===== src/rtl/button_event_arbiter.sv =====
// Push-button gesture classifier (SHORT / LONG / DOUBLE) with round-robin
// arbitration of per-button events into a show-ahead valid/ready FIFO.

module button_event_fsm #(
  parameter int LONG_CYC = 50000000,
  parameter int DBL_CYC  = 25000000
) (
  input  logic       clk,
  input  logic       rst,
  input  logic       down,
  input  logic       up,
  input  logic       grant,
  output logic       pend_vld,
  output logic [1:0] pend_code,
  output logic       ovf
);
  localparam int CNT_W = $clog2(LONG_CYC + 1);
  localparam logic [CNT_W-1:0] LONG_TC = CNT_W'(LONG_CYC - 1);
  localparam logic [CNT_W-1:0] DBL_TC  = CNT_W'(DBL_CYC - 1);
  localparam logic [1:0] C_SHORT = 2'd1;
  localparam logic [1:0] C_LONG  = 2'd2;
  localparam logic [1:0] C_DBL   = 2'd3;

  typedef enum logic [1:0] {IDLE, PRESS, GAP, WAIT_UP} state_t;

  state_t           state, state_nxt;
  logic [CNT_W-1:0] cnt;
  logic             emit;
  logic [1:0]       emit_code;

  // Each state watches a single input; the edge input wins over a terminal count.
  always_comb begin
    state_nxt = state;
    emit      = 1'b0;
    emit_code = 2'd0;
    case (state)
      IDLE:    if (down) state_nxt = PRESS;
      PRESS:   if (up) state_nxt = GAP;
               else if (cnt == LONG_TC) begin
                 emit = 1'b1; emit_code = C_LONG; state_nxt = WAIT_UP;
               end
      GAP:     if (down) begin
                 emit = 1'b1; emit_code = C_DBL; state_nxt = WAIT_UP;
               end else if (cnt == DBL_TC) begin
                 emit = 1'b1; emit_code = C_SHORT; state_nxt = IDLE;
               end
      WAIT_UP: if (up) state_nxt = IDLE;
      default: state_nxt = IDLE;
    endcase
  end

  always_ff @(posedge clk) begin
    if (rst) begin
      state     <= IDLE;
      cnt       <= '0;
      pend_vld  <= 1'b0;
      pend_code <= 2'd0;
      ovf       <= 1'b0;
    end else begin
      state <= state_nxt;
      if (state_nxt != state)                 cnt <= '0;
      else if (state == PRESS || state == GAP) cnt <= cnt + 1'b1;
      // A grant frees the slot in the same cycle, so a concurrent emit is not a drop.
      ovf <= emit && pend_vld && !grant;
      if (emit && (!pend_vld || grant)) begin
        pend_vld  <= 1'b1;
        pend_code <= emit_code;
      end else if (grant) begin
        pend_vld  <= 1'b0;
        pend_code <= 2'd0;
      end
    end
  end
endmodule

module button_event_arbiter #(
  parameter int N_BTN      = 5,
  parameter int LONG_CYC   = 50000000,
  parameter int DBL_CYC    = 25000000,
  parameter int FIFO_DEPTH = 4,
  parameter int ID_W       = $clog2(N_BTN)
) (
  input  logic             clk,
  input  logic             rst,
  input  logic [N_BTN-1:0] btn_down_i,
  input  logic [N_BTN-1:0] btn_up_i,
  output logic             evt_valid_o,
  input  logic             evt_ready_i,
  output logic [ID_W-1:0]  evt_id_o,
  output logic [1:0]       evt_code_o,
  output logic             overflow_o
);
  localparam int AW = $clog2(FIFO_DEPTH);
  localparam int CW = $clog2(FIFO_DEPTH + 1);

  typedef struct packed {
    logic [ID_W-1:0] id;
    logic [1:0]      code;
  } evt_t;

  evt_t [FIFO_DEPTH-1:0]   mem;
  logic [AW-1:0]           wr_ptr, rd_ptr;
  logic [CW-1:0]           count;
  logic [N_BTN-1:0]        pend_vld, grant, ovf;
  logic [N_BTN-1:0][1:0]   pend_code;
  logic [ID_W-1:0]         rr_ptr, gnt_id, idx;
  logic                    gnt_any, push, pop;
  int                      sum;

  for (genvar g = 0; g < N_BTN; g++) begin : g_btn
    button_event_fsm #(.LONG_CYC(LONG_CYC), .DBL_CYC(DBL_CYC)) u_fsm (
      .clk      (clk),
      .rst      (rst),
      .down     (btn_down_i[g]),
      .up       (btn_up_i[g]),
      .grant    (grant[g]),
      .pend_vld (pend_vld[g]),
      .pend_code(pend_code[g]),
      .ovf      (ovf[g])
    );
  end

  // First pending button at or above the RR pointer, wrapping; none while full.
  always_comb begin
    gnt_any = 1'b0;
    gnt_id  = '0;
    grant   = '0;
    idx     = '0;
    sum     = 0;
    if (count != CW'(FIFO_DEPTH)) begin
      for (int i = 0; i < N_BTN; i++) begin
        sum = int'(rr_ptr) + i;
        if (sum >= N_BTN) sum = sum - N_BTN;
        idx = ID_W'(sum);
        if (!gnt_any && pend_vld[idx]) begin
          gnt_any = 1'b1;
          gnt_id  = idx;
        end
      end
    end
    if (gnt_any) grant[gnt_id] = 1'b1;
  end

  assign push = gnt_any;
  assign pop  = evt_valid_o && evt_ready_i;

  always_ff @(posedge clk) begin
    if (rst) begin
      mem    <= '0;
      wr_ptr <= '0;
      rd_ptr <= '0;
      count  <= '0;
      rr_ptr <= '0;
    end else begin
      if (push) begin
        mem[wr_ptr] <= {gnt_id, pend_code[gnt_id]};
        wr_ptr      <= wr_ptr + 1'b1;
        rr_ptr      <= (gnt_id == ID_W'(N_BTN - 1)) ? '0 : gnt_id + 1'b1;
      end
      if (pop) rd_ptr <= rd_ptr + 1'b1;
      case ({push, pop})
        2'b10:   count <= count + 1'b1;
        2'b01:   count <= count - 1'b1;
        default: ;
      endcase
    end
  end

  assign evt_valid_o = (count != '0);
  assign evt_id_o    = mem[rd_ptr].id;
  assign evt_code_o  = mem[rd_ptr].code;
  assign overflow_o  = |ovf;
endmodule


===== config.mk =====
export PLATFORM = sky130hd
export DESIGN_NAME = button_event_arbiter
export DESIGN_NICKNAME = d
export VERILOG_FILES = /design/src/rtl/button_event_arbiter.sv
export SDC_FILE = /design/constraint.sdc
export NUM_CORES = 1
export LEC_CHECK = 0
export CAP_MARGIN = 10
export CORE_MARGIN = 2
export CORE_UTILIZATION = 30
export DETAILED_ROUTE_END_ITERATION = 10
export MAX_ROUTING_LAYER = met4
export PLACE_DENSITY_LB_ADDON = 0.2
export SLEW_MARGIN = 20
export SYNTH_ARGS = -nofsm -noshare
export SYNTH_HDL_FRONTEND = slang
export SYNTH_SLANG_ARGS = --single-unit
export TNS_END_PERCENT = 30

===== constraint.sdc =====
create_clock -name clk -period 3.8 [get_ports clk]
set_input_delay 0.76 -clock clk [delete_from_list [all_inputs] [get_ports clk]]
set_output_delay 0.76 -clock clk [all_outputs]
set_load 0.02 [all_outputs]

* After elaboration in Yosys (flattened, before gate mapping)
Index checks and enable logic that the tools add are counted.
** Operators by class
- $add $sub $neg :: 19
- Multipliers :: 0
- Divide/modulo/power cells :: 0
- Order comparisons :: 15
- Equality and inequality tests :: 34
- Shifts and indexed selects :: 0
- Multiplexer cells :: 153
- Bitwise logic cells :: 0
- Reduce and logical (&&, ||, !) cells :: 64
** Operator list (number)
- $add 26x1->26 const B :: 5
- $eq 26x25->1 const B :: 5
- $eq 26x26->1 const B :: 5
- $mux 2 :: 56
- $mux 1 :: 51
- $mux 3 :: 17
- $pmux 2 s4 :: 5
- $lt 3x4->1 const B :: 6
- $eq 2x2->1 const B :: 11
- $logic_and 1x1->1 :: 22
- $bwmux 20 :: 1
- $pmux 2 s2 :: 5
- $ge 4x3->1 const B :: 4
- $bmux 1 s3 :: 5
- $mux 5 :: 3
- $sub 3x3->3 const B :: 5
- $logic_not 1->1 :: 14
- $eq 2x1->1 const B :: 6
- $reduce_bool 2->1 :: 6
- $bmux 5 s2 :: 1
- $demux 5 s2 :: 1
- $logic_not 2->1 :: 5
- $logic_or 1x1->1 :: 10
- $ne 2x2->1 :: 5
- other kinds (19) :: 31
** Storage, ports and cells
- Register bits after elaboration :: 190
- Latch bits :: 0
- RAM bits :: 0
- ROM bits :: 0
- Input bits :: 13
- Output and inout bits :: 7
- Logic and storage cells :: 322
- Memories kept :: 0

* Logic depth before layout (Yosys ltp)
Gate-level depths: netlist of the first run.
- Depth after elaboration :: 31
- Depth in mapped cells :: 19
- Depth with buffers taken out :: 17

* Hierarchy
From an unflattened synthesis of the first run, not the netlist that was laid out.
** Unflattened totals
- Cell total of the unflattened synthesis :: 1418
- Area total of the unflattened synthesis :: 12575.8 sq um
** Modules (own cells, without submodules)
- button_event_fsm (g_btn[0].u_fsm ...) :: times used 4, cells an instance 213, area each 1991.9 sq um
- button_event_arbiter :: times used 1, cells an instance 353, area each 2757.6 sq um
- button_event_fsm (g_btn[4].u_fsm) :: times used 1, cells an instance 213, area each 1850.5 sq um

* Worst setup path after synthesis of the first run
Ideal clock, no wire load.
- Path kind :: register to register
- Start :: register rr_ptr[0]
- End :: register count[2]
- Data arrival time :: 3947 ps
- Path slack :: -217 ps
- Cell stages (with the launch flop) :: 19
- Path buffers :: 2
- Clock period less this slack :: 4017 ps
- Cells stage by stage :: dfxtp_1 -> buf_2 -> buf_2 -> inv_2 -> ha_1 -> inv_1 -> fa_1 -> nor2_1 -> mux4_2 -> o21a_1 -> and2_1 -> a41oi_2 -> inv_1 -> ha_1 -> inv_1 -> fa_1 -> xor2_1 -> or3_1 -> a21oi_1
** Between the ends
- Word-level cells in the longest chain between the ends :: 25
- Elaborated cells on any way between the ends :: 56
- Classes of those cells :: add/sub (9); order compare (5); eq/ne (2); mux (31); reduce/logical (9)
** Ends and longest elaborated chain
- start: declaration :: RTL line 106 : logic [ID_W-1:0] rr_ptr, gnt_id, idx;
- start signal: assignment :: RTL line 158 : rr_ptr <= (gnt_id == ID_W'(N_BTN - 1)) ? '0 : gnt_id + 1'b1;
- branches (longest 21 deep; another with $add 3x1->4)
- $mux 1 * :: RTL line 135 : if (!gnt_any && pend_vld[idx]) begin
- $mux 1 * :: RTL line 130 : if (count != CW'(FIFO_DEPTH)) begin
- $eq 2x1->1 / $eq 2x2->1 (equally long branches) :: RTL line 161 : case ({push, pop})
- $pmux 3 s2 / $reduce_bool 2->1 (equally long branches)
- end signal: assignment :: RTL line 162 : 2'b10: count <= count + 1'b1;
- end signal: assignment :: RTL line 163 : 2'b01: count <= count - 1'b1;
- end: declaration :: RTL line 103 : logic [CW-1:0] count;
Every way passes the cells marked *. The select of a mux whose other input is x is not followed.
A chain may end at the register's enable or synchronous reset.

* Final worst setup path of the first run
Same ends and word-level chain as after synthesis.

==> metrics.yaml, run 1 <==
yosysUniqueCellTypes: 83
synthArstFlopShare_pct: 0
drc: 0
syn_area_sq_um: 10500
ys.flop_type: "dfxtp_1"
timing.fmax_mhz: 278
report.final.slew_viol_count: 0
drt_iter0_markers: 471
period_needed_ns: 3.60
fin_ws_ns: 0.203
yosysTopAreaCell: "dfxtp_1"
run_status: "complete, no violations"
hold_end: "mem[9]"
yosys_warnings: 0
routedWlPerCell_um: 13.5
final_hold_viol_count: 0
tightest_slew_ns: 0.666
avgSynthCellArea_sq_um: 8.30
dp_slack_ns: 0.0820
cp.required_ns: 4.18
ant_nets: 0
clkSlewWorstSetupHoldPaths_ns: 0.08
syn2layout_area_growth_pct: 13.8
finClkSkew_ns: 0.00888
drive_gt1_share_pct: 10.1
reg2reg_slack_ns: 0.20
seq_area_frac_synth_pct: 36.1
cts_tree: "yes"
root_buffer: "clkbuf_16"
crit_arrival_ns: 3.98
placement_rows: 68
p_per_area_nw_per_um2: 344
hold_buffers: 0
r2r_cells: 16
die_y_um: 191
synth-seq-cells: 190
synth_cells: 1268
synth_enable_flop_cells: 0
clockBufferDepth: 2
crit_type: "flip-flop to flip-flop"
start_kind: "flip-flop"
grt_pass1_wl_um: 40300
power.leakage_nw: 3.92
hpwl_um: 17300
core_sq_um: 34500
die_w_um: 191
cts.sinks: 190
grt_max_degree: 28
via_per_inst: 4.86
worstHoldPathType: "flip-flop to flip-flop"
io_pins: 20
timing.rr.start: "rr_ptr[0]"
slew_headroom_pct: 55.2
end_kind: "flip-flop"
initial_core_util_pct: 30.5
post-route-util_pct: 34.7
cts_htree_levels: 4
insertion_delay_ns: 0.45
portBuffers: 19
synth_top_area_share_pct: 36.1
hold_slack_ns: 0.460
ir_worst_vdd_mv: 0.329
setup_violations: 0
fin_crit_sh_pct: 94.7
drt-total-wl_um: 23800
grtUsageTotal_pct: 13.8
vias: 8586
cp_max_fo: 7
die_area_sq_um: 36600
synth_area_leaders: "dfxtp_1, nor2_1, xor2_1"
min_delay_path_depth: 2
cts_buffers: 17
regToRegEndpoint: "count[2]"
final_nets: 1352
n_antenna_cell: 0
first_pass_iters: 5
antenna_found_initial: 0
cap_viol_max_count: 0
synth_nets: 1322
place_congestion: 0.838
first_global_vias: 8147
grt_overflow: 0
hp-start: "mem[9]"
-- critical path: stages (launching register included) --
cell and delay (ns):
dfxtp_1 0.36, inv_4 0.13, ha_1 0.21, inv_1 0.07
fa_2 0.39, o21ba_2 0.23, o211ai_1 0.27, o21a_1 0.24
and2_4 0.19, a41oi_2 0.12, inv_2 0.13, ha_1 0.18
inv_1 0.06, fa_1 0.37, xor2_1 0.15, or3_1 0.31
a21oi_1 0.14
-- stage by stage --
step | cell area, sq um | power, W | TNS, ns | std cells
6_report | 12000 | 0.00412 | 0 | 1766
5_1_grt | 12000 | 0.00430 | -0.00138 | 1766
4_1_cts | 11900 | 0.00420 | 0 | 1765
3_5_place_dp | 11300 | 0.00235 | 0 | 1733
3_3_place_gp | 11300 | 0.00235 | 0 | 1733
2_1_floorplan | 10500 | 0.00228 | 0 | 1268
-- area by class of cell --
| cell class | instances | area, sq um |
|---|---|---|
| Inverter | 50 | 193 |
| Sequential cell | 190 | 3800 |
| Fill cell | 3679 | 22600 |
| Tap cell | 455 | 569 |
| Clock inverter | 14 | 149 |
| Multi-Input combinational cell | 986 | 6380 |
| Clock buffer | 18 | 439 |
| Timing Repair Buffer | 53 | 444 |
-- cell usage after synthesis, types with 15 or more instances --
library cell and count:
xnor2_1 61, mux2i_1 15, nand2_1 127, nor2_1 221, nand3_1 45, nand4_1 38, clkbuf_1 30, xor2_1 79
ha_1 39, and3_1 22, dfxtp_1 190, a21oi_1 50, nor3_1 19, o21ai_0 45, nor2_4 20, inv_1 46
-- report_power, final --
part           switching, W  total [W]  internal (W)
sequential        0.0000170    0.00202       0.00200
clock              0.000872    0.00182      0.000949
combinational      0.000187   0.000284     0.0000968
total               0.00108    0.00412       0.00305
-- per-layer routing --
layer,wire length (um),vias to the layer above,global-route usage [%],share of wire (%)
li1,-,4463,-,-
met1,11900,4023,17.9,50
met3,704,26,3.27,3.0
met5,0,-,-,0
met4,338,0,3.85,1.4
met2,10800,74,21.6,45
-- placed cells by master, fill, tap and decap left out, types with 21 or more instances in the layout --
master	Yosys	routed
inv_1	46	45
nor2_4	20	21
nand4_1	38	38
ha_1	39	38
nor2_1	221	220
dfxtp_1	190	190
xor2_1	79	79
nand3_1	45	45
a21oi_1	50	49
o21ai_0	45	44
and3_1	22	22
xnor2_1	61	61
nand2_1	127	127
buf_4	1	33
-- timing repair --
item,in CTS,in global routing
setup endpoints to repair,0,15
buffers inserted,0,1
resized for setup,0,9
-- kinds of logic after synthesis --
logic type | count (synthesis) | synth area share (%)
compound gates | 192 | 12.2
xor+xnor | 140 | 11.6
fa+ha+maj | 41 | 5.02
buf+inv | 92 | 3.77
flops | 190 | 36.1
mux | 24 | 3.25
simple gates | 589 | 27.9
-- registers in the layout (all words and copies together) (netlist names) --
register               cells
g_btn.u_fsm.pend_vld       5
rr_ptr                     3
g_btn.u_fsm.state         10
g_btn.u_fsm.cnt          130
g_btn.u_fsm.pend_code     10
mem                       20
count                      3
g_btn.u_fsm.ovf            5
rd_ptr                     2
wr_ptr                     2
-- how the worst max path moves through the flow --
stage / startpoint / slack (ns) / end / depth (start not counted)
floorplan: rr_ptr[0] / 0.04 / count[2] / 17
global placement: rr_ptr[0] / 0.16 / count[2] / 14
detailed placement: rr_ptr[0] / 0.08 / g_btn[0].u_fsm.pend_code[0] / 14
CTS: rr_ptr[0] / 0.03 / g_btn[0].u_fsm.pend_code[0] / 14
global route: rr_ptr[0] / -0.001 / count[2] / 16
finish: rr_ptr[0] / 0.20 / count[2] / 16
Power figures use the tool's default switching activity.
==> inputs of run 2 (changes only) <==
--- a/config.mk
+++ b/config.mk
@@ -5,6 +5,7 @@
 export SDC_FILE = /design/constraint.sdc
 export NUM_CORES = 1
 export LEC_CHECK = 0
+export ABC_AREA = 1
 export CAP_MARGIN = 10
 export CORE_MARGIN = 2
 export CORE_UTILIZATION = 30
==> metrics.yaml, run 2 <==
grt_pass1_wl_um: 45100
place_congestion: 0.839
die_w_um: 196
avgSynthCellArea_sq_um: 6.85
r2r_cells: 24
synth_top_area_share_pct: 34.4
die_area_sq_um: 38400
syn2layout_area_growth_pct: 11.3
reg2reg_slack_ns: 0.37
grt_max_degree: 35
clockBufferDepth: 2
regToRegEndpoint: "count[2]"
routed-wl-met2_um: 11900
seq_area_frac_synth_pct: 34.4
start_kind: "flip-flop"
synthMostInstantiatedCell: "nand2_1"
cts_tree: "yes"
hpwl_um: 19600
final_cell_mix: "nand2_1, inv_1, nor2_1"
final_nets: 1687
worstHoldPathType: "flip-flop to flip-flop"
multi_input_area_sq_um: 6240
power.leakage_nw: 4.49
synthTopCellsByCount: "nand2_1, inv_1, nor2_1"
drive_gt1_share_pct: 6.56
synth_cells: 1615
slew_headroom_pct: 56.7
fin_crit_sh_pct: 90.3
cap_viol_max_count: 0
cts.sinks: 190
synth_enable_flop_cells: 0
vias: 10035
mostFrequentLayoutCell: "nand2_1"
timing.fmax_mhz: 291
fin_ws_ns: 0.369
period_needed_ns: 3.43
p_per_area_nw_per_um2: 560
dp_slack_ns: 0.338
report.final.slew_viol_count: 0
end_kind: "flip-flop"
finalSetupTns_ns: 0
cts_htree_levels: 4
syn_area_sq_um: 11100
drt_iter0_markers: 509
n_fill_cell: 3931
rsz0062_at_grt: "false"
largest_reg_flops: 130
hold_buffers: 0
ir_worst_vdd_mv: 0.384
core_sq_um: 36400
drc: 0
endpoint: "count[2]"
crit_arrival_ns: 3.77
worstSetupStartpoint: "rr_ptr[0]"
grt_overflow: 0
synth-seq-cells: 190
io_pins: 20
portBuffers: 19
root_buffer: "clkbuf_16"
crit_type: "flip-flop to flip-flop"
drt-met1-wl_um: 13300
initial_core_util_pct: 30.3
grtUsageTotal_pct: 14.6
setup_violations: 0
cp_max_fo: 9
largestRegisters: "g_btn.u_fsm.cnt: 130 flops, mem: 20 flops"
seqCellArea_sq_um: 3800
cts_buffers: 17
clkSlewWorstSetupHoldPaths_ns: 0.07
wl_met3_um: 725
yosysTopAreaCell: "dfxtp_1"
largest-register: "g_btn.u_fsm.cnt"
synth_area_leaders: "dfxtp_1, nand2_1, inv_1"
post_cts_buffers: 0
first_pass_iters: 7
cp.required_ns: 4.13
highest_layer: "met4"
routedWlPerCell_um: 12.5
synthArstFlopShare_pct: 0
synth_nets: 1669
n_antenna_cell: 0
placement_rows: 70
timing.rr.start: "rr_ptr[0]"
insertion_delay_ns: 0.45
ys.flop_type: "dfxtp_1"
yosys_warnings: 0
via_per_inst: 4.75
final_hold_viol_count: 0
post-route-util_pct: 33.8
tightest_slew_ns: 0.640
run_status: "complete, no violations"
first_global_vias: 9434
die_y_um: 196
drt-total-wl_um: 26400
ant_nets: 0
antenna_found_initial: 0
yosysUniqueCellTypes: 50
finClkSkew_ns: 0.0175
run 2: cells by family (layout without fill, tap and decap cells):
family | after synthesis | in the layout | synth area share (%)
buffers and inverters | 262 | 293 | 9.13
AO/OA/AOI/OAI | 187 | 187 | 9.35
XOR/XNOR | 86 | 86 | 6.88
AND/OR/NAND/NOR | 847 | 847 | 35.3
flip-flops | 190 | 190 | 34.4
multiplexers | 2 | 2 | 0.181
adder cells (fa/ha/maj) | 41 | 41 | 4.78
run 2: worst max-delay path, stage by stage, from the launching register on:
cell and delay [ns]:
dfxtp_1 0.32, inv_2 0.16, ha_1 0.17, inv_1 0.05, fa_1 0.36, inv_1 0.12, nand2_1 0.08, nand2_1 0.10
nand2_1 0.06, nand2_1 0.08, inv_1 0.08, nand3_1 0.10, nand3_1 0.07, nand2_1 0.12, nand3_4 0.12, nor2_4 0.14
nand2_1 0.08, nand2_2 0.07, ha_1 0.14, inv_1 0.06, fa_1 0.37, a21oi_1 0.14, o21ai_0 0.11, o21ai_0 0.16
a21oi_1 0.05
run 2: layout make-up:
class                           instances  area share [%]
Clock buffer                           20            3.63
Inverter                              236            7.20
Timing Repair Buffer                   25            1.87
Multi-Input combinational cell       1163            50.7
Clock inverter                         12           0.905
Tap cell                              468            4.76
Sequential cell                       190            30.9
run 2: metrics by stage:
stage / cells / instance area [sq um] / total power (W) / hold WS (ns)
floorplan: 1615 / 11100 / 0.00452 / 0.439
global placement: 2082 / 11700 / 0.00517 / 0.458
detailed placement: 2082 / 11700 / 0.00519 / 0.464
CTS: 2114 / 12300 / 0.00699 / 0.475
global route: 2114 / 12300 / 0.00744 / 0.497
finish: 2114 / 12300 / 0.00689 / 0.466
run 2: how the worst min path moves through the flow:
stage	endpoint	slack, ns	cells after the start	startpoint
global route	g_btn[4].u_fsm.pend_code[0]	0.50	2	g_btn[4].u_fsm.pend_code[0]
detailed placement	g_btn[4].u_fsm.pend_code[0]	0.46	2	g_btn[4].u_fsm.pend_code[0]
floorplan	g_btn[4].u_fsm.pend_code[0]	0.44	2	g_btn[4].u_fsm.pend_code[0]
global placement	g_btn[4].u_fsm.pend_code[1]	0.46	2	g_btn[4].u_fsm.pend_code[1]
finish	g_btn[4].u_fsm.pend_code[0]	0.47	2	g_btn[4].u_fsm.pend_code[0]
CTS	g_btn[4].u_fsm.pend_code[1]	0.48	2	g_btn[4].u_fsm.pend_code[1]
run 2: what timing repair did:
action / 4_1_cts / 5_1_grt
endpoints found under the hold margin: 0 / 0
gates resized for setup: 0 / 1
setup endpoints to repair: 0 / 1
run 2: report_power, final:
part,switching (W),internal (W)
combinational,0.00197,0.000935
clock,0.000832,0.000928
sequential,0.0000886,0.00213
run 2: metal layers:
metal / global-route usage (%) / vias up
met5: - / -
met4: 4.43 / 0
met3: 2.53 / 30
met2: 23.4 / 134
met1: 18.7 / 4587
li1: - / 5284
==> inputs of run 3 (changes only) <==
--- a/config.mk
+++ b/config.mk
@@ -7,11 +7,13 @@
 export LEC_CHECK = 0
 export ABC_AREA = 1
 export CAP_MARGIN = 10
+export CORE_ASPECT_RATIO = 1.1
 export CORE_MARGIN = 2
 export CORE_UTILIZATION = 30
 export DETAILED_ROUTE_END_ITERATION = 10
 export MAX_ROUTING_LAYER = met4
 export PLACE_DENSITY_LB_ADDON = 0.2
+export SKIP_CTS_REPAIR_TIMING = 1
 export SLEW_MARGIN = 20
 export SYNTH_ARGS = -nofsm -noshare
 export SYNTH_HDL_FRONTEND = slang
==> constraint.sdc (replaced) <==
create_clock -name clk -period 2.8 [get_ports clk]
set_input_delay 0.56 -clock clk [delete_from_list [all_inputs] [get_ports clk]]
set_output_delay 0.56 -clock clk [all_outputs]
set_load 0.02 [all_outputs]
==> metrics.yaml, run 3 (same netlist as run 2, synthesis figures left out) <==
run_status: "complete, but fails checks"
violations: "setup timing"
hp-start: "g_btn[4].u_fsm.pend_code[0]"
comb_power_share_pct: 52.6
end_kind: "flip-flop"
slew_headroom_pct: 53.1
final_nets: 1769
timing.fmax_mhz: 342
finalSetupTns_ns: -0.993
start_kind: "flip-flop"
io_pins: 20
die_area_sq_um: 38400
n_fill_cell: 3873
switching_share_pct: 41.2
first_global_vias: 9839
die_w_um: 187
reg2reg_slack_ns: -0.13
largest_reg_flops: 130
clkSlewWorstSetupHoldPaths_ns: 0.07
final_cell_mix: "nand2_1, inv_1, nor2_1"
setup_violations: 20
hpwl_um: 20400
power.leakage_nw: 4.95
placed_area_sq_um: 12400
ir_worst_vdd_mv: 0.541
internal-power_w: 0.00668
grt_pass1_wl_um: 46300
die_y_um: 205
drt-total-wl_um: 27300
core_sq_um: 36300
placement_rows: 73
via_per_inst: 4.66
r2r_cells: 22
worstSetupStartpoint: "rr_ptr[0]"
min_delay_path_depth: 2
cts.sinks: 190
seqCellArea_sq_um: 3810
ant_nets: 0
root_buffer: "clkbuf_16"
mostFrequentLayoutCell: "nand2_1"
portBuffers: 19
p_seq_share_pct: 26.7
report.final.slew_viol_count: 0
p_switching_w: 0.00467
fin_ws_ns: -0.127
tightest_slew_ns: 0.696
final_hold_viol_count: 0
cts_buffers: 17
initial_core_util_pct: 30.5
largest-register: "g_btn.u_fsm.cnt"
clockBufferDepth: 2
finalInstanceArea_sq_um: 13400
routedWlPerCell_um: 12.3
worstHoldPathType: "flip-flop to flip-flop"
pwr-share-clk_pct: 20.7
multi_input_area_sq_um: 6570
antenna_found_initial: 0
cts_htree_levels: 4
first_pass_iters: 5
grt_max_degree: 35
largestRegisters: "g_btn.u_fsm.cnt: 130 flops, mem: 20 flops"
period_needed_ns: 2.93
crit_arrival_ns: 3.26
drc: 0
post-route-util_pct: 36.9
cap_viol_max_count: 0
grtUsageTotal_pct: 14.9
cts_tree: "yes"
insertion_delay_ns: 0.45
hold_slack_ns: 0.470
cp.required_ns: 3.13
syn2layout_area_growth_pct: 21.0
dp_slack_ns: -0.200
n_antenna_cell: 0
drt_iter0_markers: 508
drive_gt1_share_pct: 15.5
cp_max_fo: 4
finClkSkew_ns: 0.0119
crit_type: "flip-flop to flip-flop"
p_per_area_nw_per_um2: 848
vias: 10312
fin_crit_sh_pct: 105
timing.rr.start: "rr_ptr[0]"
rsz0062_at_grt: "true"
grt_overflow: 0
place_congestion: 0.858
## run 3: cell types whose count changed in the layout (fill, tap and decap cells not counted), sizes merged
| cell | change |
|---|---|
| buf | +80 |
| clkinv | +2 |
| clkbuf | -1 |
| clkdlybuf4s50 | +1 |
| clkinvlp | -1 |
## run 3: per-layer routing
layer	track usage (%)	up-vias	wire [um]
met5	-	-	0
met4	5.84	0	658
met3	2.23	34	598
met2	24.6	113	12800
met1	18.4	4698	13300
li1	-	5467	-
## run 3: worst paths after layout
check                                                    to
worst max-delay path                               count[2]
worst min-delay path            g_btn[4].u_fsm.pend_code[0]
worst max register to register                     count[2]
worst min register to register  g_btn[4].u_fsm.pend_code[0]
## run 3: final cells by class
cell class,instances,area share (%)
repair inverters,1,0.0561
inverters,236,6.83
well taps,487,4.56
flip-flops and latches,190,28.5
clock inverters,12,0.851
clock buffers,19,3.24
multi-input cells,1163,49.1
repair buffers,106,6.86
## run 3: per-stage QoR
stage | power [W] | instances
final | 0.0113 | 2214
after floorplan | 0.00625 | 1615
after global routing | 0.0122 | 2214
after global placement | 0.00798 | 2171
after CTS | 0.0104 | 2202
after detailed placement | 0.00800 | 2171
## run 3: worst max-delay path: stages (launching register included)
cell and delay, ns:
dfxtp_4 0.37, inv_6 0.07, ha_4 0.12, inv_2 0.04
fa_2 0.35, inv_4 0.09, nand2_2 0.08, nand2_1 0.08
nand3_1 0.07, nand3_1 0.14, nand3_2 0.10, nand2_2 0.09
nand3_4 0.08, nor2_4 0.10, nand2_2 0.07, nand2_4 0.07
ha_4 0.12, inv_2 0.04, fa_2 0.37, a21oi_2 0.15
o21ai_2 0.07, o21ai_1 0.13, a21oi_1 0.05
## run 3: power groups by stage
stage | sequential, W | combinational, W | clock [W]
after floorplan | 0.00305 | 0.00320 | 0
after global placement | 0.00308 | 0.00490 | 0
after detailed placement | 0.00308 | 0.00492 | 0
after CTS | 0.00302 | 0.00496 | 0.00245
after global routing | 0.00306 | 0.00662 | 0.00256
final | 0.00303 | 0.00597 | 0.00235
